File: src/rtl/id_ex_ctrl_pipe_if.sv
// Decode-stage bus: IF/ID instruction in, hazard/flush controls and the ID/EX control bundle out.
// master drives the IF/ID side; slave is the decode/control stage.
interface id_ex_ctrl_pipe_if #(
  parameter int REG_AW  = 5,
  parameter int ALUOP_W = 4
);
  logic [31:0]        id_instr;
  logic               id_valid;
  logic               ex_redirect;
  logic               stall_id;
  logic               flush_id;
  logic               ex_valid;
  logic               ex_reg_write;
  logic [REG_AW-1:0]  ex_wreg;
  logic               ex_mem_read;
  logic               ex_mem_write;
  logic               ex_memto_reg;
  logic [1:0]         ex_mem_size;
  logic               ex_mem_uns;
  logic               ex_alu_src;
  logic               ex_ext_op;
  logic [ALUOP_W-1:0] ex_alu_op;
  logic               ex_shamt_var;
  logic [1:0]         ex_shift_op;
  logic [1:0]         ex_br_op;
  logic               ex_jump;
  logic               ex_jump_reg;
  logic               ex_call;
  logic [2:0]         ex_mdu_op;

  modport master (
    output id_instr, id_valid, ex_redirect,
    input  stall_id, flush_id, ex_valid, ex_reg_write, ex_wreg, ex_mem_read, ex_mem_write,
           ex_memto_reg, ex_mem_size, ex_mem_uns, ex_alu_src, ex_ext_op, ex_alu_op,
           ex_shamt_var, ex_shift_op, ex_br_op, ex_jump, ex_jump_reg, ex_call, ex_mdu_op
  );

  modport slave (
    input  id_instr, id_valid, ex_redirect,
    output stall_id, flush_id, ex_valid, ex_reg_write, ex_wreg, ex_mem_read, ex_mem_write,
           ex_memto_reg, ex_mem_size, ex_mem_uns, ex_alu_src, ex_ext_op, ex_alu_op,
           ex_shamt_var, ex_shift_op, ex_br_op, ex_jump, ex_jump_reg, ex_call, ex_mdu_op
  );
endinterface

File: src/rtl/id_ex_ctrl_pipe.sv
// MIPS decode stage: decodes IF/ID and registers the control bundle into ID/EX one clk later.
// Backpressure: stall_id (combinational) holds PC and IF/ID on load-use or MDU-busy; redirect squashes ID.
module id_ex_ctrl_pipe #(
  parameter int REG_AW      = 5,
  parameter int ALUOP_W     = 4,
  parameter int MDU_LAT     = 8,
  parameter int LU_STALL_EN = 1
) (
  input  logic             clk,
  input  logic             rst,
  id_ex_ctrl_pipe_if.slave bus
);

  typedef struct packed {
    logic              valid;
    logic              reg_write;
    logic [REG_AW-1:0] wreg;
    logic              mem_read;
    logic              mem_write;
    logic              memto_reg;
    logic [1:0]        mem_size;
    logic              mem_uns;
    logic              alu_src;
    logic              ext_op;
    logic [3:0]        alu_op;
    logic              shamt_var;
    logic [1:0]        shift_op;
    logic [1:0]        br_op;
    logic              jump;
    logic              jump_reg;
    logic              call;
    logic [2:0]        mdu_op;
  } ctrl_t;

  ctrl_t      dec, ctrl_d, ctrl_q;
  logic [7:0] mdu_cnt_d, mdu_cnt_q;
  logic       known, rs_used, rt_used;
  logic       id_live, lu_hazard, mdu_hazard, stall;
  logic [5:0] opcode, funct;
  logic [4:0] rs, rt, rd;
  logic       unused_shamt;

  assign opcode       = bus.id_instr[31:26];
  assign rs           = bus.id_instr[25:21];
  assign rt           = bus.id_instr[20:16];
  assign rd           = bus.id_instr[15:11];
  assign funct        = bus.id_instr[5:0];
  assign unused_shamt = ^bus.id_instr[10:6];

  always_comb begin
    dec       = '0;
    dec.valid = 1'b1;
    dec.wreg  = REG_AW'(rt);
    known     = 1'b1;
    rs_used   = 1'b1;
    rt_used   = 1'b0;
    case (opcode)
      6'h00: begin
        rt_used       = 1'b1;
        dec.reg_write = 1'b1;
        dec.wreg      = REG_AW'(rd);
        case (funct)
          6'h00: begin dec.shift_op = 2'b01; rs_used = 1'b0; end
          6'h02: begin dec.shift_op = 2'b10; rs_used = 1'b0; end
          6'h03: begin dec.shift_op = 2'b11; rs_used = 1'b0; end
          6'h04: begin dec.shift_op = 2'b01; dec.shamt_var = 1'b1; end
          6'h06: begin dec.shift_op = 2'b10; dec.shamt_var = 1'b1; end
          6'h07: begin dec.shift_op = 2'b11; dec.shamt_var = 1'b1; end
          6'h08: begin dec.jump = 1'b1; dec.jump_reg = 1'b1; dec.reg_write = 1'b0; end
          6'h09: begin dec.jump = 1'b1; dec.jump_reg = 1'b1; dec.call = 1'b1; end
          6'h10: begin dec.mdu_op = 3'd5; rs_used = 1'b0; end
          6'h12: begin dec.mdu_op = 3'd6; rs_used = 1'b0; end
          6'h18: begin dec.mdu_op = 3'd1; dec.reg_write = 1'b0; end
          6'h19: begin dec.mdu_op = 3'd2; dec.reg_write = 1'b0; end
          6'h1a: begin dec.mdu_op = 3'd3; dec.reg_write = 1'b0; end
          6'h1b: begin dec.mdu_op = 3'd4; dec.reg_write = 1'b0; end
          6'h20, 6'h21: dec.alu_op = 4'b0001;
          6'h22, 6'h23: dec.alu_op = 4'b0010;
          6'h24:        dec.alu_op = 4'b0011;
          6'h25:        dec.alu_op = 4'b0100;
          6'h26:        dec.alu_op = 4'b1000;
          6'h27:        dec.alu_op = 4'b1110;
          6'h2a:        dec.alu_op = 4'b0101;
          6'h2b:        dec.alu_op = 4'b0110;
          default:      known = 1'b0;
        endcase
      end
      6'h02: begin dec.jump = 1'b1; rs_used = 1'b0; end
      6'h03: begin
        dec.jump = 1'b1; dec.call = 1'b1; dec.reg_write = 1'b1;
        dec.wreg = REG_AW'(5'd31); rs_used = 1'b0;
      end
      6'h04: begin dec.br_op = 2'b01; dec.ext_op = 1'b1; rt_used = 1'b1; end
      6'h05: begin dec.br_op = 2'b10; dec.ext_op = 1'b1; rt_used = 1'b1; end
      6'h08, 6'h09, 6'h0a, 6'h0b, 6'h0c, 6'h0d, 6'h0e, 6'h0f: begin
        dec.reg_write = 1'b1;
        dec.alu_src   = 1'b1;
        dec.ext_op    = (opcode <= 6'h0b);
        case (opcode[2:0])
          3'd0, 3'd1: dec.alu_op = 4'b0001;
          3'd2:       dec.alu_op = 4'b0101;
          3'd3:       dec.alu_op = 4'b0110;
          3'd4:       dec.alu_op = 4'b0011;
          3'd5:       dec.alu_op = 4'b0100;
          3'd6:       dec.alu_op = 4'b1000;
          default: begin dec.alu_op = 4'b1100; rs_used = 1'b0; end
        endcase
      end
      6'h20, 6'h21, 6'h23, 6'h24, 6'h25: begin
        dec.reg_write = 1'b1; dec.mem_read = 1'b1; dec.memto_reg = 1'b1;
        dec.alu_src   = 1'b1; dec.ext_op   = 1'b1; dec.alu_op    = 4'b0001;
        dec.mem_size  = opcode[1:0] == 2'b11 ? 2'b10 : {1'b0, opcode[0]};
        dec.mem_uns   = opcode[2];
      end
      6'h28, 6'h29, 6'h2b: begin
        dec.mem_write = 1'b1; dec.alu_src = 1'b1; dec.ext_op = 1'b1;
        dec.alu_op    = 4'b0001; rt_used = 1'b1;
        dec.mem_size  = opcode[1:0] == 2'b11 ? 2'b10 : {1'b0, opcode[0]};
      end
      default: known = 1'b0;
    endcase
    // $0 is hardwired; never let a write-back target it
    if (dec.wreg == '0) dec.reg_write = 1'b0;
  end

  always_comb begin
    id_live    = bus.id_valid & known;
    lu_hazard  = (LU_STALL_EN != 0) & id_live & ctrl_q.valid & ctrl_q.mem_read &
                 (ctrl_q.wreg != '0) &
                 ((rs_used & (REG_AW'(rs) == ctrl_q.wreg)) |
                  (rt_used & (REG_AW'(rt) == ctrl_q.wreg)));
    mdu_hazard = id_live & (dec.mdu_op != 3'd0) & (mdu_cnt_q != 8'd0);
    stall      = ~rst & ~bus.ex_redirect & (lu_hazard | mdu_hazard);
  end

  always_comb begin
    ctrl_d = '0;
    if (!rst && !bus.ex_redirect && !stall && id_live) ctrl_d = dec;
    // HI/LO busy window restarts only when a mult/div actually enters EX
    mdu_cnt_d = mdu_cnt_q;
    if (ctrl_d.mdu_op != 3'd0 && ctrl_d.mdu_op <= 3'd4) mdu_cnt_d = 8'(MDU_LAT);
    else if (mdu_cnt_q != 8'd0)                         mdu_cnt_d = mdu_cnt_q - 8'd1;
  end

  always_ff @(posedge clk) begin
    if (rst) begin
      ctrl_q    <= '0;
      mdu_cnt_q <= '0;
    end else begin
      ctrl_q    <= ctrl_d;
      mdu_cnt_q <= mdu_cnt_d;
    end
  end

  assign bus.stall_id     = stall;
  assign bus.flush_id     = bus.ex_redirect;
  assign bus.ex_valid     = ctrl_q.valid;
  assign bus.ex_reg_write = ctrl_q.reg_write;
  assign bus.ex_wreg      = ctrl_q.wreg;
  assign bus.ex_mem_read  = ctrl_q.mem_read;
  assign bus.ex_mem_write = ctrl_q.mem_write;
  assign bus.ex_memto_reg = ctrl_q.memto_reg;
  assign bus.ex_mem_size  = ctrl_q.mem_size;
  assign bus.ex_mem_uns   = ctrl_q.mem_uns;
  assign bus.ex_alu_src   = ctrl_q.alu_src;
  assign bus.ex_ext_op    = ctrl_q.ext_op;
  assign bus.ex_alu_op    = ALUOP_W'(ctrl_q.alu_op);
  assign bus.ex_shamt_var = ctrl_q.shamt_var;
  assign bus.ex_shift_op  = ctrl_q.shift_op;
  assign bus.ex_br_op     = ctrl_q.br_op;
  assign bus.ex_jump      = ctrl_q.jump;
  assign bus.ex_jump_reg  = ctrl_q.jump_reg;
  assign bus.ex_call      = ctrl_q.call;
  assign bus.ex_mdu_op    = ctrl_q.mdu_op;

endmodule

File: src/flat_wrapper.sv
// flat-port wrapper written by rule: the top's interface ports become plain ports
module id_ex_ctrl_pipe_flat 
#(
  parameter int REG_AW      = 5,
  parameter int ALUOP_W     = 4,
  parameter int MDU_LAT     = 8,
  parameter int LU_STALL_EN = 1
)
  (clk, rst, bus_id_instr, bus_id_valid, bus_ex_redirect, bus_stall_id, bus_flush_id, bus_ex_valid, bus_ex_reg_write, bus_ex_wreg, bus_ex_mem_read, bus_ex_mem_write, bus_ex_memto_reg, bus_ex_mem_size, bus_ex_mem_uns, bus_ex_alu_src, bus_ex_ext_op, bus_ex_alu_op, bus_ex_shamt_var, bus_ex_shift_op, bus_ex_br_op, bus_ex_jump, bus_ex_jump_reg, bus_ex_call, bus_ex_mdu_op);
  id_ex_ctrl_pipe_if #(.REG_AW(REG_AW), .ALUOP_W(ALUOP_W)) bus_i ();
  input  logic clk;
  input  logic rst;
  input wire logic [$bits(bus_i.id_instr)-1:0] bus_id_instr;
  input wire logic [$bits(bus_i.id_valid)-1:0] bus_id_valid;
  input wire logic [$bits(bus_i.ex_redirect)-1:0] bus_ex_redirect;
  output wire logic [$bits(bus_i.stall_id)-1:0] bus_stall_id;
  output wire logic [$bits(bus_i.flush_id)-1:0] bus_flush_id;
  output wire logic [$bits(bus_i.ex_valid)-1:0] bus_ex_valid;
  output wire logic [$bits(bus_i.ex_reg_write)-1:0] bus_ex_reg_write;
  output wire logic [$bits(bus_i.ex_wreg)-1:0] bus_ex_wreg;
  output wire logic [$bits(bus_i.ex_mem_read)-1:0] bus_ex_mem_read;
  output wire logic [$bits(bus_i.ex_mem_write)-1:0] bus_ex_mem_write;
  output wire logic [$bits(bus_i.ex_memto_reg)-1:0] bus_ex_memto_reg;
  output wire logic [$bits(bus_i.ex_mem_size)-1:0] bus_ex_mem_size;
  output wire logic [$bits(bus_i.ex_mem_uns)-1:0] bus_ex_mem_uns;
  output wire logic [$bits(bus_i.ex_alu_src)-1:0] bus_ex_alu_src;
  output wire logic [$bits(bus_i.ex_ext_op)-1:0] bus_ex_ext_op;
  output wire logic [$bits(bus_i.ex_alu_op)-1:0] bus_ex_alu_op;
  output wire logic [$bits(bus_i.ex_shamt_var)-1:0] bus_ex_shamt_var;
  output wire logic [$bits(bus_i.ex_shift_op)-1:0] bus_ex_shift_op;
  output wire logic [$bits(bus_i.ex_br_op)-1:0] bus_ex_br_op;
  output wire logic [$bits(bus_i.ex_jump)-1:0] bus_ex_jump;
  output wire logic [$bits(bus_i.ex_jump_reg)-1:0] bus_ex_jump_reg;
  output wire logic [$bits(bus_i.ex_call)-1:0] bus_ex_call;
  output wire logic [$bits(bus_i.ex_mdu_op)-1:0] bus_ex_mdu_op;
  assign bus_i.id_instr = bus_id_instr;
  assign bus_i.id_valid = bus_id_valid;
  assign bus_i.ex_redirect = bus_ex_redirect;
  assign bus_stall_id = bus_i.stall_id;
  assign bus_flush_id = bus_i.flush_id;
  assign bus_ex_valid = bus_i.ex_valid;
  assign bus_ex_reg_write = bus_i.ex_reg_write;
  assign bus_ex_wreg = bus_i.ex_wreg;
  assign bus_ex_mem_read = bus_i.ex_mem_read;
  assign bus_ex_mem_write = bus_i.ex_mem_write;
  assign bus_ex_memto_reg = bus_i.ex_memto_reg;
  assign bus_ex_mem_size = bus_i.ex_mem_size;
  assign bus_ex_mem_uns = bus_i.ex_mem_uns;
  assign bus_ex_alu_src = bus_i.ex_alu_src;
  assign bus_ex_ext_op = bus_i.ex_ext_op;
  assign bus_ex_alu_op = bus_i.ex_alu_op;
  assign bus_ex_shamt_var = bus_i.ex_shamt_var;
  assign bus_ex_shift_op = bus_i.ex_shift_op;
  assign bus_ex_br_op = bus_i.ex_br_op;
  assign bus_ex_jump = bus_i.ex_jump;
  assign bus_ex_jump_reg = bus_i.ex_jump_reg;
  assign bus_ex_call = bus_i.ex_call;
  assign bus_ex_mdu_op = bus_i.ex_mdu_op;
  id_ex_ctrl_pipe #(.REG_AW(REG_AW), .ALUOP_W(ALUOP_W), .MDU_LAT(MDU_LAT), .LU_STALL_EN(LU_STALL_EN)) u_core (.clk(clk), .rst(rst), .bus(bus_i));
endmodule
File: config.mk
export PLATFORM = sky130hd
export DESIGN_NAME = id_ex_ctrl_pipe_flat
export DESIGN_NICKNAME = d
export VERILOG_FILES = /design/src/rtl/id_ex_ctrl_pipe_if.sv /design/src/rtl/id_ex_ctrl_pipe.sv /design/src/flat_wrapper.sv
export SDC_FILE = /design/constraint.sdc
export NUM_CORES = 1
export LEC_CHECK = 0
export CAP_MARGIN = 20
export CORE_UTILIZATION = 42
export DETAILED_ROUTE_END_ITERATION = 6
export GPL_TIMING_DRIVEN = 0
export PLACE_DENSITY = 0.88
export SETUP_SLACK_MARGIN = 0.4
export SLEW_MARGIN = 15
export SYNTH_ARGS = -nofsm -noshare
export SYNTH_HDL_FRONTEND = slang
export SYNTH_SLANG_ARGS = --single-unit
File: constraint.sdc
create_clock -name clk -period 2.6 [get_ports clk]
set_clock_uncertainty 0.05 [all_clocks]
set_input_delay 0.65 -clock clk [delete_from_list [all_inputs] [get_ports clk]]
set_output_delay 0.65 -clock clk [all_outputs]
set_load 0.1 [all_outputs]
=== Yosys cells after proc, flatten, opt, wreduce, memory -nomap -nowiden ===
Index checks and enable logic that the tools add are counted.

* $add $sub $neg: 1
* $lt $le $gt $ge: 2
* Equal/unequal tests: 52
* Muxes and demuxes: 34
* Bitwise operators: 19
* Reduce and logical (&&, ||, !) cells: 45

{| class="wikitable"
|+ Operators by type and width
! operator !! count
|-
| $eq A6 B6 Y1 const B || 18
|-
| $eq A6 B4 Y1 const B || 10
|-
| $eq A6 B5 Y1 const B || 6
|-
| $pmux W4 S8 || 1
|-
| $eq A6 B3 Y1 const B || 5
|-
| $mux W30 || 1
|-
| $eq A6 B2 Y1 const B || 4
|-
| $pmux W4 S6 || 1
|-
| $reduce_or A24 Y1 || 1
|-
| $reduce_or A2 Y1 || 10
|-
| $reduce_or A20 Y1 || 1
|-
| $pmux W3 S6 || 1
|-
| $reduce_or A3 Y1 || 6
|-
| $reduce_or A16 Y1 || 1
|-
| $reduce_or A8 Y1 || 2
|-
| $reduce_or A5 Y1 || 3
|-
| $reduce_or A14 Y1 || 1
|-
| $mux W1 || 13
|-
| $logic_not A6 Y1 || 2
|-
| $pmux W4 S3 || 1
|-
| $and A1 B1 Y1 || 11
|-
| $eq A5 B5 Y1 || 2
|-
| $pmux W1 S2 || 5
|-
| $pmux W5 S2 || 1
|-
| other kinds (27) || 46
|}

* Register bits: 37
* Bits of input ports: 36
* Output and inout bits: 32
* Word-level logic and storage cells: 173

=== Depth between registers and ports, before layout ===
Gate-level depths: netlist (run 1).

* Depth in word-level cells: 18
* Gate-level depth with buffers: 10
* Depth with buffers taken out: 8

=== Least setup slack after synthesis (run 1) ===
Ideal clock, no wire load.

* Path kind: reg-to-output
* Start point: register u_core.ctrl_q, in the netlist u_core.bus.ex_wreg[0]
* End point: output port bus_stall_id
* Arrival: 3377 ps
* Data required time: 1900 ps
* Path slack: -1477 ps
* Stages on the path, launching flop included: 6
* Path buffers: 0
* Cells stage by stage: dfxtp_1 -> or4_1 -> o211ai_2 -> nor4_1 -> a211oi_4 -> nor2b_1

* Cells in the longest elaborated chain, start to end: 6
* Elaborated cells between the ends (all ways): 10
* Those cells by class: eq/ne (2); bitwise (7); reduce/logical (1)

{| class="wikitable"
|+ RTL lines
! element !! line !! RTL
|-
| start, declared || id_ex_ctrl_pipe.sv:35 || <nowiki>ctrl_t dec, ctrl_d, ctrl_q;</nowiki>
|-
| start signal, assigned || id_ex_ctrl_pipe.sv:150 || <nowiki>ctrl_q <= ctrl_d;</nowiki>
|-
| $eq A5 B5 Y1, on equally long branches || id_ex_ctrl_pipe.sv:130, id_ex_ctrl_pipe.sv:131 ||
|-
| $and A1 B1 Y1, on equally long branches || id_ex_ctrl_pipe.sv:130, id_ex_ctrl_pipe.sv:131 ||
|-
| $or A1 B1 Y1 || id_ex_ctrl_pipe.sv:130 || <nowiki>((rs_used & (REG_AW'(rs) == ctrl_q.wreg)) |</nowiki>
|-
| $and A1 B1 Y1 (*) || id_ex_ctrl_pipe.sv:129 || <nowiki>(ctrl_q.wreg != '0) &</nowiki>
|-
| $or A1 B1 Y1 (*) || id_ex_ctrl_pipe.sv:133 || <nowiki>stall = ~rst & ~bus.ex_redirect & (lu_hazard | mdu_hazard);</nowiki>
|-
| $and A1 B1 Y1 (*) || id_ex_ctrl_pipe.sv:133 ||
|-
| end, declared || flat_wrapper.sv:16 || <nowiki>output wire logic [$bits(bus_i.stall_id)-1:0] bus_stall_id;</nowiki>
|}

Mark *: on every way between the ends. The rest lies on a longest branch, timed or not.

=== Worst setup path in the final report (run 1) ===
* Start point: input port bus_id_instr[0]
* End point: output port bus_stall_id

* Cells in the longest elaborated chain, start to end: 11
* Elaborated cells between the ends (all ways): 44
* Those cells by class: eq/ne (23); mux (6); bitwise (11); reduce/logical (4)

{| class="wikitable"
|+ RTL lines
! element !! line !! RTL
|-
| start, declared || flat_wrapper.sv:13 || <nowiki>input wire logic [$bits(bus_i.id_instr)-1:0] bus_id_instr;</nowiki>
|-
| $eq A6 B4 Y1 (tied with other cells) || id_ex_ctrl_pipe.sv:62 || <nowiki>case (funct)</nowiki>
|-
| $reduce_or A24 Y1 (no line) || -- ||
|-
| $mux W1 || id_ex_ctrl_pipe.sv:62 ||
|-
| $pmux W1 S2 || id_ex_ctrl_pipe.sv:57 || <nowiki>case (opcode)</nowiki>
|-
| $and A1 B1 Y1 || id_ex_ctrl_pipe.sv:127 || <nowiki>id_live = bus.id_valid & known;</nowiki>
|-
| $and A1 B1 Y1 (3 in series) || id_ex_ctrl_pipe.sv:128 || <nowiki>lu_hazard = (LU_STALL_EN != 0) & id_live & ctrl_q.valid & ctrl_q.mem_read &</nowiki>
|-
| $and A1 B1 Y1 || id_ex_ctrl_pipe.sv:129 ||
|-
| $or A1 B1 Y1 (*) || id_ex_ctrl_pipe.sv:133 ||
|-
| $and A1 B1 Y1 (*) || id_ex_ctrl_pipe.sv:133 ||
|}

Marks and branches as above.

==> key figures, run 1 <==
Run status
  – Outcome: finished, violations left
  – Failing checks: negative setup slack

Clock network
  – CTS Buf Count: 5
  – H-Tree Depth: 2
  – Clock transition at path regs: 0.07 ns
  – CTS root buffer: clkbuf_8
  – CTS tree: built
  – CTS Hold Bufs: 0
  – CTS sink count: 37
  – Bufs on Longest Clock Path: 2
  – Insertion delay to the later sink of the worst-skew pair: 0.29 ns

Critical path
  – Crit-path slowest cell: clkdlybuf4s50_1
  – Reg2Reg Launch Point: u_core.bus.ex_wreg[0]
  – FF-to-FF End: u_core.bus.ex_jump_reg
  – WS Path Type: in -> out
  – CP delay by family, top: buffers and inverters
  – Worst Setup Start Kind: primary input
  – Type of destination of the critical path: output pin
  – Slowest stage delay, CP: 0.47 ns
  – FF-to-FF path depth: 9
  – Crit Path Max Fanout: 2
  – Critical path arrival: 2.28 ns
  – Crit path cell chain: clkdlybuf4s50_1 > nor2b_1 > nor2_1 > o211ai_1 > a21oi_4 > nor2b_4 > buf_12
  – Flop2flop setup slack: 0.22 ns
  – CP required: 1.90 ns
  – Worst path bufs/invs: 2

Job
  – Maxcap violations: 0

STA
  – Final Slew Violations: 0
  – Final Hold Fails: 0
  – Setup violators final: 1
  – Peak Freq: 335 MHz
  – RSZ-0062 raised after global routing: yes
  – Post-layout min period: 2.98 ns
  – Final TNS setup: -0.381 ns
  – Worst slew pin tran: 0.953 ns
  – Rel. slew slack: 36.7%
  – Worst setup margin: -0.381 ns
  – Period utilization: 115%

Drt
  – Vias per inst: 5.88
  – Post-Route WL: 7290 um
  – Routed len/inst: 17.9 um
  – First drt pass iteration count: 5
  – DRT iter0 DRCs: 254
  – Vias post-DR: 2395
  – Routed Antenna Nets: 0
  – DRC Markers: 0

Min path
  – Hold Path End: u_core.mdu_cnt_q[7]
  – Hold Path Origin: u_core.mdu_cnt_q[7]
  – Hold Crit Class: reg -> reg
  – Hold Path Depth: 2

Synthesis
  – Avg Inst Size Synth: 8.18 sq um
  – Ys flop type: dfxtp_1
  – Synth Cell Area: 2130 sq um
  – Post-synth ARST share: 0%
  – Post-synthesis sequential area ratio: 34.8%
  – Most frequent cell after synthesis: dfxtp_1
  – Commonest cells post-synth: dfxtp_1 (37), nor2_1 (33), nor3_1 (17), nand2_1 (15), a21oi_1 (14)
  – Synth cell types: 56
  – Post-synth EDFFs: 0
  – Synth top area share: 34.8%
  – Synth area leader: dfxtp_1
  – Synthesized flop and latch total: 37
  – Synth area leaders: dfxtp_1 (35%), nor2_1 (5.8%), xnor2_1 (4.5%)
  – Syn. warnings: 0
  – Post-Syn Instances: 260
  – Syn nets: 297

Finish
  – Share of cells above drive strength 1: 29.7%
  – Final #Nets: 376
  – Synth-to-layout area growth: 53.7%
  – Max reg flops: 8
  – Post-route cell area: 3270 sq um
  – Largest Register: u_core.mdu_cnt_q
  – Diode count: 0
  – Core Util, Final: 68.3%

Global routing
  – Antenna violations before repair: 0
  – Total GRT Usage: 24.7%
  – Largest net degree at the start of global routing: 12
  – Vias in the first global route: 2078
  – First-pass GRT wire length: 9980 um
  – GRT overflow: 0

Floorplanning
  – Initial cell density of the core: 44.4%
  – Die W: 73.1 um
  – Core Region: 4790 sq um
  – Die height: 73.1 um
  – Die area: 5350 sq um
  – Placement Rows: 25
  – IO Pins: 68

Place
  – PortBufs: 58
  – HPWL after DPL: 4300 um
  – Placed Instance Area: 2850 sq um
  – Routability congestion estimate: 0.905

Power
  – Tot Pwr: 0.00178 W
  – Pwr per Cell Area: 543 nW/um^2
  – Leak: 1.30 nW
  – Max IR drop VDD: 0.280 mV
[area by class of cell]
type	instances	area (sq um)
flip-flops and latches	37	753
inverters	7	26.3
multi-input cells	196	1480
plain buffers	20	135
fillers	348	1520
clock buffers	7	86.3
repair buffers	72	674
clock inverters	1	30.0
well taps	67	83.8
[per-stage QoR]
step | hold WS (ns) | setup slack (ns) | cells
2_1_floorplan | 0.408 | -0.526 | 260
5_1_grt | 0.481 | -0.431 | 407
6_report | 0.451 | -0.381 | 407
3_5_place_dp | 0.441 | -2.04 | 385
4_1_cts | 0.452 | -0.315 | 400
3_3_place_gp | 0.421 | -2.05 | 385
[what timing repair did]
item                                   CTS  global route
endpoints found under the hold margin    0             0
gates cloned                             0             1
pin swaps                                8             9
gates resized for setup                116            45
setup buffers                            7             6
setup endpoints to repair               64            39
[where the power goes]
part           leakage (nW)  internal (W)  switching [W]
clock                0.0585      0.000313       0.000205
combinational         0.940      0.000266       0.000317
sequential            0.303      0.000619      0.0000556
total                  1.30       0.00120       0.000578
[routing by layer]
layer / GRT usage [%] / vias to the layer above / routed length, um
met5: 0 / - / 0
met4: 9.15 / 0 / 282
met3: 6.49 / 40 / 627
met2: 40.8 / 157 / 3620
met1: 30.8 / 1116 / 2760
li1: - / 1082 / -
[kinds of logic (layout without fill, tap and decap cells)]
logic type               count (synthesis)  after routing  synth area share (%)
buffers and inverters                   27            107                  6.00
XOR/XNOR                                14             14                  5.77
flip-flops                              37             37                  34.8
adder cells (fa/ha/maj)                  1              1                 0.588
AND/OR/NAND/NOR                        127            127                  34.3
AO/OA/AOI/OAI                           52             52                  17.4
multiplexers                             2              2                  1.06
[worst reg2reg max path: stages, from the launching register on]
cell	delay [ns]
dfxtp_4	0.36
or4_4	0.54
o211ai_4	0.26
nor4_4	0.09
a211oi_4	0.31
buf_4	0.17
buf_12	0.13
nand3_4	0.13
buf_4	0.17
nor2b_1	0.09
[placed cells by master, fill, tap and decap left out, types with 6 or more instances in the layout]
| cell type | n |
|---|---|
| nand2b_1 | 9 |
| xnor2_1 | 11 |
| o21ai_0 | 11 |
| nand3_1 | 7 |
| dfxtp_1 | 29 |
| dfxtp_2 | 7 |
| clkbuf_8 | 7 |
| nand2_1 | 15 |
| nor2_1 | 31 |
| buf_4 | 16 |
| and3_1 | 6 |
| inv_1 | 6 |
| clkdlybuf4s50_1 | 14 |
| a21oi_1 | 11 |
| dlygate4sd2_1 | 23 |
| nor3_1 | 15 |
| clkbuf_2 | 7 |
[how the worst max path moves through the flow]
| stage | depth (start not counted) | slack (ns) | start | endpoint |
|---|---|---|---|---|
| floorplan | 5 | -0.53 | bus_id_instr[27] | bus_stall_id |
| global placement | 7 | -2.05 | bus_id_instr[30] | bus_stall_id |
| detailed placement | 7 | -2.04 | bus_id_instr[30] | bus_stall_id |
| CTS | 7 | -0.32 | bus_id_instr[26] | bus_stall_id |
| global route | 7 | -0.43 | bus_id_instr[0] | bus_stall_id |
| finish | 7 | -0.38 | bus_id_instr[0] | bus_stall_id |
Note: power is estimated with default switching activity, not from simulation.
==> run 2, diff against run 1 <==
--- a/config.mk
+++ b/config.mk
@@ -10,5 +10,5 @@
 export DETAILED_ROUTE_END_ITERATION = 6
 export GPL_TIMING_DRIVEN = 0
-export PLACE_DENSITY = 0.88
+export PLACE_DENSITY = 0.77
 export SETUP_SLACK_MARGIN = 0.4
 export SLEW_MARGIN = 15
==> constraint.sdc (replaced) <==
create_clock -name clk -period 2.6 [get_ports clk]
set_clock_uncertainty 0.05 [all_clocks]
set_input_delay 0.26 -clock clk [delete_from_list [all_inputs] [get_ports clk]]
set_output_delay 0.26 -clock clk [all_outputs]
set_load 0.1 [all_outputs]
==> run 2 against run 1 <==
The run now ends clean. Register-to-register slack gained 0.04 ns. Final cell count is 0.74% higher. Via count shrank 5.9%. Design area grew 4.1%. Hold slack got worse by 0.20 ns. Sequential power fell by 3%. Die area unchanged. Fmax is 26% higher. Clock-buffer cell count shrank 1. Critical path depth shrank 1. Sequential share of layout area down 0.42 points.
==> key figures, run 2 (synthesis results as in run 1) <==
Power
  – Switching pwr: 0.000583 W
  – Comb power frac: 36.6%
  – Clock power frac: 25.8%
  – Sequential share of power: 37.6%
  – Leak: 1.25 nW
  – Int Pwr: 0.00116 W
  – Pwr per Cell Area: 514 nW/um^2
  – Switching Fraction: 33.3%
  – Max IR drop VDD: 0.259 mV

Drt
  – Vias per inst: 5.50
  – First drt pass iteration count: 4
  – Post-Route WL: 6230 um
  – Routed len/inst: 15.2 um
  – Routed Antenna Nets: 0
  – DRC Markers: 0
  – DRT iter0 DRCs: 167
  – Vias post-DR: 2253

Critical path
  – Type of destination of the critical path: output pin
  – Crit Path Max Fanout: 2
  – Worst Setup Start Kind: register
  – Setup crit start: u_core.bus.ex_wreg[4]
  – Reg2Reg Launch Point: u_core.bus.ex_wreg[4]
  – CP required: 2.29 ns
  – WS Path Type: reg -> out
  – Flop2flop setup slack: 0.26 ns
  – Critical path arrival: 2.05 ns

Finish
  – Largest Register: u_core.mdu_cnt_q
  – Number of fill cells in the layout: 357
  – Filler-free cell count of the finished design: 410
  – Leading cell types in the layout, fill and taps excluded: clkdlybuf4s50_1 (45), dfxtp_1 (28), nor2_1 (24)
  – Share of cells above drive strength 1: 28.6%
  – Max reg flops: 8
  – Core Util, Final: 71.1%
  – Synth-to-layout area growth: 60.0%
  – Diode count: 0
  – Final #Nets: 379
  – Commonest non-fill, non-tap cell in the layout: clkdlybuf4s50_1

STA
  – Final Slew Violations: 0
  – Worst slew pin tran: 1.00 ns
  – Worst setup margin: 0.237 ns
  – Setup violators final: 0
  – Final TNS setup: 0 ns
  – RSZ-0062 raised after global routing: yes
  – Rel. slew slack: 32.9%
  – WHS: 0.253 ns
  – Peak Freq: 423 MHz
  – Final Hold Fails: 0
  – Period utilization: 90.9%
  – Post-layout min period: 2.36 ns

Clock network
  – Bufs on Longest Clock Path: 2
  – CTS sink count: 37
  – CTS root buffer: clkbuf_8
  – CTS tree: built
  – CTS Buf Count: 5
  – Insertion delay to the later sink of the worst-skew pair: 0.29 ns
  – H-Tree Depth: 2
  – Clock transition at path regs: 0.07 ns

Floorplanning
  – Core Region: 4790 sq um
  – Die height: 73.1 um
  – Die W: 73.1 um
  – Die area: 5350 sq um
  – Placement Rows: 25
  – Initial cell density of the core: 44.4%
  – IO Pins: 68

Place
  – PortBufs: 58
  – HPWL after DPL: 4120 um
  – Routability congestion estimate: 0.865
  – Pre-CTS setup slack: -1.30 ns
  – Dpl cells: 385

Global routing
  – Vias in the first global route: 2062
  – Antenna violations before repair: 0
  – First-pass GRT wire length: 10000 um
  – Largest net degree at the start of global routing: 13
  – GRT overflow: 0
  – Total GRT Usage: 24.6%

Run status
  – Outcome: finished, final reports clean

Min path
  – Hold Crit Class: in -> reg
  – Hold Path Origin: bus_id_instr[2]

Job
  – Maxcap violations: 0
-- run 2: through the flow --
| step | instance area, sq um | total power [W] |
|---|---|---|
| after global routing | 3400 | 0.00185 |
| after detailed placement | 2870 | 0.00118 |
| after global placement | 2870 | 0.00117 |
| after CTS | 3300 | 0.00173 |
| after floorplan | 2200 | 0.00105 |
| final | 3400 | 0.00175 |
-- run 2: area by class of cell --
cell class              count  area [sq um]  area share [%]
clock inverters             2          11.3           0.331
flip-flops and latches     37           769            22.6
multi-input cells         196          1540            45.3
clock buffers               6          93.8            2.76
plain buffers              20           123            3.61
repair buffers             75           747            22.0
well taps                  67          83.8            2.47
inverters                   7          31.3           0.920
-- run 2: timing repair --
action                     in CTS  in global routing
setup endpoints to repair      34                 37
gates cloned                    1                  0
pin swaps                      24                  4
gates resized for setup        59                 31
hold buffers                    0                  0
setup buffers                  13                  3
-- run 2: final timing paths --
check                                          endpoint  cells past startpoint
worst min register to register      u_core.mdu_cnt_q[6]                      2
worst max register to register      u_core.mdu_cnt_q[0]                      9
worst min-delay path            u_core.bus.ex_alu_op[3]                      3
worst max-delay path                       bus_stall_id                      6
-- run 2: power groups by stage --
stage | clock [W] | combinational, W | sequential, W
final | 0.000450 | 0.000639 | 0.000657
after global routing | 0.000485 | 0.000699 | 0.000664
after CTS | 0.000454 | 0.000617 | 0.000656
after detailed placement | 0 | 0.000509 | 0.000674
after global placement | 0 | 0.000494 | 0.000673
after floorplan | 0 | 0.000370 | 0.000682
-- run 2: metal layers --
layer  vias up  part of all wire, %  GRT usage (%)
met2        91                   49           39.4
met5         -                    0              0
met3        13                  6.4           5.11
li1       1096                    -              -
met1      1053                   43           33.1
met4         0                  2.1           7.19
-- run 2: critical path, stage by stage, from the launching register on --
cell	delay (ns)
dfxtp_4	0.34
or4_4	0.54
o211ai_4	0.24
a2111oi_4	0.07
a211oi_4	0.33
nor2b_4	0.08
buf_12	0.17
==> run 3, diff against run 2 <==
- MAX_ROUTING_LAYER: unset -> met4
==> run 3 against run 2 <==
First-iteration DRC count grew 22%. Flip-flop and latch count is the same. Clock power is essentially flat. Critical endpoint unchanged. Highest routed layer unchanged.
==> key figures, run 3 (synthesis results as in run 1) <==
Floorplanning
  – Die W: 73.1 um
  – Initial cell density of the core: 44.4%
  – Die area: 5350 sq um
  – Die height: 73.1 um
  – Placement Rows: 25
  – IO Pins: 68
  – Core Region: 4790 sq um

Power
  – Int Pwr: 0.00116 W
  – Pwr per Cell Area: 514 nW/um^2
  – Switching Fraction: 33.4%
  – Sequential share of power: 37.6%
  – Comb power frac: 36.5%
  – Switching pwr: 0.000584 W
  – Clock power frac: 25.8%
  – Leak: 1.25 nW
  – Max IR drop VDD: 0.259 mV

Clock network
  – H-Tree Depth: 2
  – Clock transition at path regs: 0.07 ns
  – CTS root buffer: clkbuf_8
  – CTS Buf Count: 5
  – Bufs on Longest Clock Path: 2
  – CTS Hold Bufs: 0
  – CTS sink count: 37
  – CTS tree: built
  – Insertion delay to the later sink of the worst-skew pair: 0.29 ns

Critical path
  – Crit Path Max Fanout: 2
  – Critical path arrival: 2.05 ns
  – CP required: 2.29 ns
  – Worst Setup Start Kind: register
  – Type of destination of the critical path: output pin
  – Slowest stage delay, CP: 0.54 ns
  – WS Path Type: reg -> out
  – Crit-path slowest cell: or4_4
  – Crit path cell chain: or4_4 > o211ai_4 > a2111oi_4 > a211oi_4 > nor2b_4 > buf_12

Finish
  – Share of cells above drive strength 1: 28.6%
  – Filler-free cell count of the finished design: 410
  – Largest Register: u_core.mdu_cnt_q
  – Leading cell types in the layout, fill and taps excluded: clkdlybuf4s50_1 (45), dfxtp_1 (28), nor2_1 (24)
  – Number of fill cells in the layout: 357
  – Synth-to-layout area growth: 60.0%
  – Final #Nets: 379
  – Post-route cell area: 3400 sq um
  – Max reg flops: 8
  – Commonest non-fill, non-tap cell in the layout: clkdlybuf4s50_1
  – Diode count: 0

Global routing
  – Vias in the first global route: 2065
  – Antenna violations before repair: 0
  – Largest net degree at the start of global routing: 13
  – Total GRT Usage: 25.3%
  – GRT overflow: 0
  – First-pass GRT wire length: 10000 um

Drt
  – Routed Antenna Nets: 0
  – Vias per inst: 5.42
  – Routed len/inst: 15.2 um
  – First drt pass iteration count: 5
  – Vias post-DR: 2224
  – DRT iter0 DRCs: 204
  – Post-Route WL: 6220 um
  – DRC Markers: 0

Min path
  – Hold Crit Class: in -> reg

Job
  – Maxcap violations: 0

Place
  – Pre-CTS setup slack: -1.30 ns
  – HPWL after DPL: 4120 um
  – Placed Instance Area: 2870 sq um
  – Routability congestion estimate: 0.879
  – PortBufs: 58
  – Dpl cells: 385

STA
  – Peak Freq: 423 MHz
  – WHS: 0.255 ns
  – Worst setup margin: 0.235 ns
  – Post-layout min period: 2.36 ns
  – RSZ-0062 raised after global routing: yes
  – Period utilization: 91.0%
  – Final Slew Violations: 0
  – Rel. slew slack: 32.8%
  – Setup violators final: 0
  – Final Hold Fails: 0
  – Worst slew pin tran: 1.00 ns

Run status
  – Outcome: finished, final reports clean
## run 3: layer usage
metal | routed length, um | global-route usage [%] | vias to the layer above
met5 | 0 | - | -
met4 | 146 | 7.19 | 0
met3 | 420 | 4.97 | 13
met2 | 2980 | 39.4 | 83
met1 | 2660 | 33.2 | 1039
li1 | - | - | 1089
## run 3: power by group through the flow
stage / logic [W] / clock network (W) / registers, W
2_1_floorplan: 0.000370 / 0 / 0.000682
3_3_place_gp: 0.000494 / 0 / 0.000673
3_5_place_dp: 0.000509 / 0 / 0.000674
4_1_cts: 0.000617 / 0.000454 / 0.000656
5_1_grt: 0.000699 / 0.000485 / 0.000664
6_report: 0.000638 / 0.000452 / 0.000658
## run 3: cell type report
cell class	instances	area, sq um	share of cell area (%)
plain buffers	20	123	3.61
repair buffers	75	747	22.0
flip-flops and latches	37	769	22.6
clock buffers	6	93.8	2.76
well taps	67	83.8	2.47
clock inverters	2	11.3	0.331
inverters	7	31.3	0.920
multi-input cells	196	1540	45.3
## run 3: what timing repair did
item / CTS / global route
cloned: 1 / 0
gates resized for setup: 59 / 31
setup endpoints to repair: 34 / 37
buffers inserted: 13 / 3
pin swaps: 24 / 4
## run 3: through the flow
stage	TNS [ns]	power, W	utilization [%]
after floorplan	0	0.00105	-
after global placement	-5.29	0.00117	59.9
after detailed placement	-6.15	0.00118	59.9
after CTS	0	0.00173	69.0
after global routing	0	0.00185	71.1
final	0	0.00175	71.1
## run 3: final timing paths
path	slack (ns)	cells after the start	endpoint	start
max reg2reg	0.26	9	u_core.mdu_cnt_q[0]	u_core.bus.ex_wreg[4]
min	0.25	3	u_core.bus.ex_alu_op[3]	bus_id_instr[2]
max	0.24	6	bus_stall_id	u_core.bus.ex_wreg[4]
min reg2reg	0.46	2	u_core.mdu_cnt_q[6]	u_core.mdu_cnt_q[6]
## run 3: worst max-delay path: cells and delay by family (launching register included)
family	cells	cell delay, ns
compound gates	3	0.64
buf+inv	1	0.17
flops	1	0.34
simple gates	2	0.62
